File: config.mk
export PLATFORM = sky130hd
export DESIGN_NAME = mul_4x4_radix4_seq
export DESIGN_NICKNAME = d
export VERILOG_FILES = /design/src/rtl/mul_4x4_radix4_seq.sv
export SDC_FILE = /design/constraint.sdc
export NUM_CORES = 1
export LEC_CHECK = 0
export CAP_MARGIN = 15
export CORE_ASPECT_RATIO = 0.75
export CORE_MARGIN = 10
export CORE_UTILIZATION = 46
export DETAILED_ROUTE_END_ITERATION = 6
export PLACE_DENSITY = 0.74
export SYNTH_ARGS = -nofsm -noshare
export SYNTH_HDL_FRONTEND = slang
export SYNTH_SLANG_ARGS = --single-unit
File: constraint.sdc
create_clock -name clk -period 2.55 [get_ports clk]
set_input_delay 0.3825 -clock clk [delete_from_list [all_inputs] [get_ports clk]]
set_output_delay 0.3825 -clock clk [all_outputs]
set_load 0.02 [all_outputs]
File: src/rtl/mul_4x4_radix4_seq.sv
// Sequential 4x4 unsigned multiplier consuming the multiplier as two radix-4 digits.
// One operand pair in flight: IDLE -> DIG0 -> DIG1 -> DONE, product held on p until the next accept.
module mul_4x4_radix4_seq (
    input  logic       clk,
    input  logic       rst,
    input  logic       in_valid,
    output logic       in_ready,
    input  logic [3:0] x,
    input  logic [3:0] y,
    output logic       out_valid,
    input  logic       out_ready,
    output logic [7:0] p
);

    typedef enum logic [1:0] {
        IDLE = 2'd0,
        DIG0 = 2'd1,
        DIG1 = 2'd2,
        DONE = 2'd3
    } state_t;

    state_t     state_q, state_d;
    logic [3:0] xr_q, xr_d;
    logic [3:0] yr_q, yr_d;
    logic [7:0] acc_q, acc_d;
    logic [5:0] pp_lo;
    logic [5:0] pp_hi;
    logic [7:0] acc_sum;

    // 4x2 AND-array: row1 is shifted one place and ripple-added onto row0[3:1].
    function automatic logic [5:0] pp_4x2(input logic [3:0] a, input logic [1:0] d);
        logic [3:0] row0;
        logic [3:0] row1;
        logic [5:0] res;
        logic       carry;
        logic       ai;
        row0   = a & {4{d[0]}};
        row1   = a & {4{d[1]}};
        res    = '0;
        res[0] = row0[0];
        carry  = 1'b0;
        for (int i = 0; i < 4; i++) begin
            ai         = (i < 3) ? row0[i+1] : 1'b0;
            res[i+1]   = ai ^ row1[i] ^ carry;
            carry      = (ai & row1[i]) | (ai & carry) | (row1[i] & carry);
        end
        res[5] = carry;
        return res;
    endfunction

    // The final sum never exceeds 225, so the carry out of bit 7 is always zero and dropped.
    function automatic logic [7:0] add_8(input logic [7:0] a, input logic [7:0] b);
        logic [7:0] sum;
        logic       carry;
        sum   = '0;
        carry = 1'b0;
        for (int i = 0; i < 8; i++) begin
            sum[i] = a[i] ^ b[i] ^ carry;
            carry  = (a[i] & b[i]) | (a[i] & carry) | (b[i] & carry);
        end
        return sum;
    endfunction

    assign pp_lo   = pp_4x2(xr_q, yr_q[1:0]);
    assign pp_hi   = pp_4x2(xr_q, yr_q[3:2]);
    assign acc_sum = add_8(acc_q, {pp_hi, 2'b00});

    always_comb begin
        state_d = state_q;
        xr_d    = xr_q;
        yr_d    = yr_q;
        acc_d   = acc_q;
        case (state_q)
            IDLE: begin
                if (in_valid) begin
                    xr_d    = x;
                    yr_d    = y;
                    acc_d   = '0;
                    state_d = DIG0;
                end
            end
            DIG0: begin
                acc_d   = {2'b00, pp_lo};
                state_d = DIG1;
            end
            DIG1: begin
                acc_d   = acc_sum;
                state_d = DONE;
            end
            DONE: begin
                if (out_ready) begin
                    state_d = IDLE;
                end
            end
            default: state_d = IDLE;
        endcase
    end

    always_ff @(posedge clk) begin
        if (rst) begin
            state_q <= IDLE;
            xr_q    <= '0;
            yr_q    <= '0;
            acc_q   <= '0;
        end else begin
            state_q <= state_d;
            xr_q    <= xr_d;
            yr_q    <= yr_d;
            acc_q   <= acc_d;
        end
    end

    assign in_ready  = (state_q == IDLE);
    assign out_valid = (state_q == DONE);
    assign p         = acc_q;

endmodule

==> run summary, run 1 <==
Seq cells post-synth = 18
delay-heaviest family, CP = adder cells
Syn Nets = 174
critical path class = reg2reg
failing checks = setup timing
die span in y = 64.4 um
# diodes = 0
synth unique cells = 24
Leakage = 0.000612 uW
Post-Syn Area per Cell = 8.40 um^2
Routed WL = 3.00 mm
drc violations = 0
Die W = 79.2 um
post-route insts no fill = 207
Final Hold Fails = 0
unrepaired setup endpoints after global routing = true
Syn. warnings = 0
DP Wirelength = 2.24 mm
worst-path cell chain = and2_4 > ha_4 > inv_2 > fa_2 > fa_1 > inv_2 > fa_2 > fa_1 > and3_1 > nand3_1 > a21oi_1
WHS = 0.493 ns
Slew @ Worst Pin = 0.417 ns
CTS sink cnt = 18
post-synth top area share = 29.8%
status = complete, but fails checks
Tot GR Track Use = 12.2%
Layout Skew = 0.00582 ns
final period utilization = 107%
Crit-path slowest cell = fa_1
HP Class = reg2reg
Routed Antenna Nets = 0
gpl congestion = 0.868
remaining global-route overflow = 0
maxcap violations = 0
Arr. time, crit path = 2.98 ns
Crit path required time = 2.80 ns
CP Buf/Inv Count = 2
hold_buf cts = 0
CP peak stage delay = 0.50 ns
cells after synthesis = 144
initial antenna violation count = 0
DR pass1 iterations = 6
fin util = 62.2%
Core Area = 0.00256 mm^2
Max Buffers Root-to-Sink = 2
Via density = 5.29
CTS tree = yes
drt wl/cell = 14.5 um
slew margin rel. = 72.1%
Iter 0 DRT Violations = 89
clk_lat worst skew = 0.31 ns
max frequency = 366 MHz
share of the yosys chip area belonging to registers = 29.8%
CTS buffer count = 3
Die Area = 0.00510 mm^2
fillers = 257
CP max FO = 2
CP Launch Type = register
Place WS = -0.143 ns
post-route minimum period = 2.73 ns
Area Growth Syn to Fin = 31.6%
CTS root buf = clkbuf_4
final setup margin = -0.183 ns
crit path capture type = register
CTS H-tree lvls = 1
final setup fails = 2
placed cell count = 201
first-pass GRT wire length = 5.04 mm
vias in the first global route = 1055
routed via count = 1096
power per cell area = 667 mW/mm^2
Ports = 22
Nets = 202
post-synth design cell area = 0.00121 mm^2
number of port buffers = 21
Final Max Tran Viols = 0
Starting Density = 47.2%
Yosys top cell by area = dfxtp_1
layout cell share with drive strength beyond 1 = 17.5%
row cnt = 16
Max VDD drop = 405 uV
Area contributors post-synth = dfxtp_1, fa_1, ha_1
pin count of the biggest net entering global routing = 14
CTS clk-pin slew, worst paths = 0.11 ns
state kept, by name (all words and copies together), names as in the netlist:
| signal | count |
|---|---|
| state_q | 2 |
| p | 8 |
| xr_q | 4 |
| yr_q | 4 |
worst reg2reg max path: stages, from the launching register on:
cell	delay, ns
dfxtp_2	0.36
and2_4	0.15
ha_4	0.12
inv_2	0.03
fa_2	0.32
fa_1	0.50
inv_2	0.04
fa_2	0.33
fa_1	0.47
and3_1	0.15
nand3_1	0.08
a21oi_1	0.13
metal layers:
layer  part of all wire, %  GRT usage (%)  vias to the layer above
li1                      -              -                      540
met1                    46           15.9                      523
met2                    46           17.5                       29
met3                   6.6           5.23                        4
met4                   1.3           3.79                        0
met5                     0              0                        -
worst paths after layout:
kind | from | endpoint | slack (ns) | depth (start not counted)
setup / recovery | xr_q[0]$_SDFFE_PP0P_ | p[6]$_SDFFE_PP0P_ | -0.18 | 11
hold / removal | p[1]$_SDFFE_PP0P_ | p[1]$_SDFFE_PP0P_ | 0.49 | 2
setup reg to reg | xr_q[0]$_SDFFE_PP0P_ | p[6]$_SDFFE_PP0P_ | -0.18 | 11
hold reg to reg | p[1]$_SDFFE_PP0P_ | p[1]$_SDFFE_PP0P_ | 0.49 | 2
stage by stage:
step | power [uW] | setup TNS (ns) | cell area, um^2
final | 1060 | -0.317 | 1590
after global routing | 1140 | -0.538 | 1590
after CTS | 1040 | -0.319 | 1530
after detailed placement | 856 | -0.276 | 1500
after global placement | 843 | -0.202 | 1500
after floorplan | 696 | -0.149 | 1220
where the power goes:
part	internal, uW	switching [uW]
clock network	87.3	97.8
registers	325	44.4
logic	205	303
cell usage after synthesis, drive strengths merged:
library cell	n
o21ai	9
nand4	4
mux2i	1
nand2	15
and2	10
nand3	12
nor2b	6
inv	13
or3	2
xor2	1
o211ai	1
fa	8
clkbuf	4
a21oi	17
nor4bb	1
dfxtp	18
and3	1
o2111ai	2
a22o	2
buf	3
nand2b	2
nor3	2
ha	10
cell type report:
cell class	count	area [um^2]	area share [%]
multi-input cells	106	812	51.0
inverters	13	48.8	3.06
clock buffers	4	36.3	2.28
well taps	36	45.0	2.83
flip-flops and latches	18	365	22.9
repair buffers	30	285	17.9
placed cells by master (no fill, tap or decap):
cell type	Yosys	final
a21oi_1	17	17
a22o_1	2	2
and2_1	10	7
and2_4	0	3
and3_1	1	1
buf_4	0	7
buf_6	0	2
clkbuf_4	0	3
clkbuf_8	0	1
clkdlybuf4s50_1	0	21
dfxtp_1	18	14
dfxtp_2	0	4
fa_1	8	4
fa_2	0	4
ha_1	10	8
ha_4	0	2
inv_1	13	9
inv_2	0	4
mux2i_1	1	1
nand2_1	15	15
nand2b_1	2	2
nand3_1	12	12
nand4_1	4	4
nor2b_1	6	6
nor3_1	2	2
nor4bb_1	1	1
o2111ai_1	2	2
o211ai_1	1	1
o21ai_0	9	9
or3_1	2	2
xor2_1	1	1
kinds of logic (layout without fill, tap and decap cells):
kind of cell               Yosys count  count (layout)  share of synthesized area [%]
and+or+nand+nor                     55              55                           24.2
AOI/OAI and AO/OA                   31              31                           14.3
buffers and inverters               20              47                           6.62
adders and majority gates           18              18                           23.6
DFF                                 18              18                           29.8
xor gates and xnor gates             1               1                          0.724
muxes                                1               1                          0.827
timing repair:
item | 4_1_cts | 5_1_grt
gates resized for setup | 0 | 15
setup endpoints to repair | 3 | 3
hold endpoints to repair | 0 | 0
setup buffers | 0 | 2
pin swaps | 1 | 4
Power figures use the tool's default switching activity.
==> run 2: changes to the inputs <==
TNS_END_PERCENT = 20   (was unset)
==> run 2 against run 1 <==
  * The run still ends with setup timing left
  * Hold slack got worse by 0.0020 ns
  * Critical path depth did not move
  * Utilization fell by 2.2 points
  * Via count rose by 0.55%
  * Sequential share of layout area rose by 0.86 points
  * Critical endpoint unchanged
  * Highest routed layer unchanged
==> run summary, run 2 (synthesis gave the netlist of run 1 again) <==
number of port buffers = 21 (unchanged)
placed instance area = 0.00150 mm^2 (unchanged)
row cnt = 16 (unchanged)
failing checks = setup timing
Arr. time, crit path = 2.97 ns (about the same)
Max Buffers Root-to-Sink = 2 (unchanged)
Routed Antenna Nets = 0 (unchanged)
worst-path cell chain = and2_4 > ha_1 > inv_1 > fa_2 > fa_1 > inv_1 > fa_2 > fa_1 > and3_1 > nand3_1 > a21oi_1
power per cell area = 679 mW/mm^2 (+1.8%)
Final Hold Fails = 0 (unchanged)
unrepaired setup endpoints after global routing = true
CP peak stage delay = 0.48 ns (-0.02 ns)
CTS tree = yes
Crit path required time = 2.80 ns (about the same)
drt wl/cell = 14.2 um (-1.9%)
initial antenna violation count = 0 (unchanged)
slew margin rel. = 72.1% (about the same)
drc violations = 0 (unchanged)
CTS H-tree lvls = 1 (unchanged)
CP max FO = 2 (unchanged)
Starting Density = 47.2% (unchanged)
Ports = 22 (unchanged)
vias in the first global route = 1055 (unchanged)
# diodes = 0 (unchanged)
Die W = 79.2 um (unchanged)
Max VDD drop = 405 uV (+0.16%)
crit path capture type = register
NetSw = 438 uW (-1.6%)
Tot GR Track Use = 12.2% (unchanged)
Crit-path slowest cell = fa_1
placed cell count = 201 (unchanged)
pin count of the biggest net entering global routing = 14 (unchanged)
clk_lat worst skew = 0.31 ns (about the same)
commonest non-fill, non-tap cell in the layout = clkdlybuf4s50_1
maxcap violations = 0 (unchanged)
DR pass1 iterations = 4 (-2)
remaining global-route overflow = 0 (unchanged)
CTS buffer count = 3 (unchanged)
clock power share = 17.4% (about the same)
DP Wirelength = 2.24 mm (unchanged)
Core Area = 0.00256 mm^2 (unchanged)
Routed WL = 2.92 mm (-2.8%)
fillers = 263 (+2.3%)
Via density = 5.38 (+1.5%)
fin util = 59.9% (-2.2 points)
part of the power in combinational logic = 47.2% (-0.6 points)
Sw Ratio = 42.0% (+0.14 points)
Finished Cell Area = 0.00154 mm^2 (-3.6%)
Layout Skew = 0.00894 ns (+0.00312 ns)
Iter 0 DRT Violations = 106 (+19%)
Area Growth Syn to Fin = 26.9%
final setup margin = -0.170 ns (+0.0130 ns)
Final Max Tran Viols = 0 (unchanged)
post-route minimum period = 2.72 ns (-0.0130 ns)
hold_buf cts = 0 (unchanged)
final period utilization = 107% (-0.51 points)
first-pass GRT wire length = 5.04 mm (unchanged)
gpl congestion = 0.868 (unchanged)
critical path class = reg2reg
routed via count = 1102 (+0.55%)
CTS sink cnt = 18 (unchanged)
sequential power share = 35.3% (+0.5 points)
max frequency = 368 MHz (+0.48%)
Die Area = 0.00510 mm^2 (unchanged)
layout cell share with drive strength beyond 1 = 10.7% (-6.9 points)
die span in y = 64.4 um (unchanged)
Leakage = 0.000605 uW (-1.2%)
Slew @ Worst Pin = 0.419 ns (+0.00128 ns)
Place WS = -0.143 ns (unchanged)
commonest non-fill, non-tap cells in the layout = clkdlybuf4s50_1, a21oi_1, nand2_1
HP Class = reg2reg
Nets = 200 (-0.99%)
CP Launch Type = register
Pint = 604 uW (-2.1%)
CTS root buf = clkbuf_4
WHS = 0.491 ns (-0.00203 ns)
post-route insts no fill = 205 (-0.97%)
CTS clk-pin slew, worst paths = 0.11 ns (about the same)
status = complete, but fails checks
final setup fails = 3 (+1)
number of flip-flops under the largest register name = 8 (unchanged)
[run 2: path summary, 6_finish.rpt]
path	cells past startpoint	slack (ns)	endpoint	startpoint
worst max-delay path	11	-0.17	p[6]$_SDFFE_PP0P_	xr_q[0]$_SDFFE_PP0P_
worst min-delay path	2	0.49	p[1]$_SDFFE_PP0P_	p[1]$_SDFFE_PP0P_
worst max register to register	11	-0.17	p[6]$_SDFFE_PP0P_	xr_q[0]$_SDFFE_PP0P_
worst min register to register	2	0.49	p[1]$_SDFFE_PP0P_	p[1]$_SDFFE_PP0P_
[run 2: final cells by class]
cell class | instances | area [um^2] | share of cell area [%]
timing repair buffer | 28 | 263 | 17.1
clock buffer | 4 | 36.3 | 2.36
sequential | 18 | 365 | 23.8
multi-input combinational | 106 | 777 | 50.6
tap | 36 | 45.0 | 2.93
inverter | 13 | 48.8 | 3.18
[run 2: timing repair]
action                     in CTS  in global routing
resized for setup               0                  1
setup buffers                   0                  0
setup endpoints to repair       3                  3
pin swaps                       1                  0
[run 2: power groups by stage]
| stage | sequential (uW) | clock, uW | combinational (uW) |
|---|---|---|---|
| after floorplan | 367 | 0 | 329 |
| after global placement | 368 | 0 | 475 |
| after CTS | 367 | 188 | 486 |
| after detailed placement | 373 | 0 | 483 |
| after global routing | 374 | 201 | 551 |
| final | 368 | 182 | 492 |
[run 2: worst max-delay path: cells and delay by family, from the launching register on]
family          cells  cell delay (ns)
simple gates        3             0.34
buf+inv             2             0.10
fa+ha+maj           5             1.74
compound gates      1             0.13
flops               1             0.35
[run 2: per-stage QoR]
stage / power (uW) / setup TNS (ns)
floorplan: 696 / -0.149
global placement: 843 / -0.202
detailed placement: 856 / -0.276
CTS: 1040 / -0.319
global route: 1130 / -0.684
finish: 1040 / -0.336
[run 2: metal layers]
layer / vias up / share of wire (%) / GRT usage, %
li1: 534 / - / -
met1: 531 / 45 / 15.9
met2: 33 / 46 / 17.5
met5: - / 0 / 0
met3: 4 / 7.2 / 5.23
met4: 0 / 1.3 / 3.79
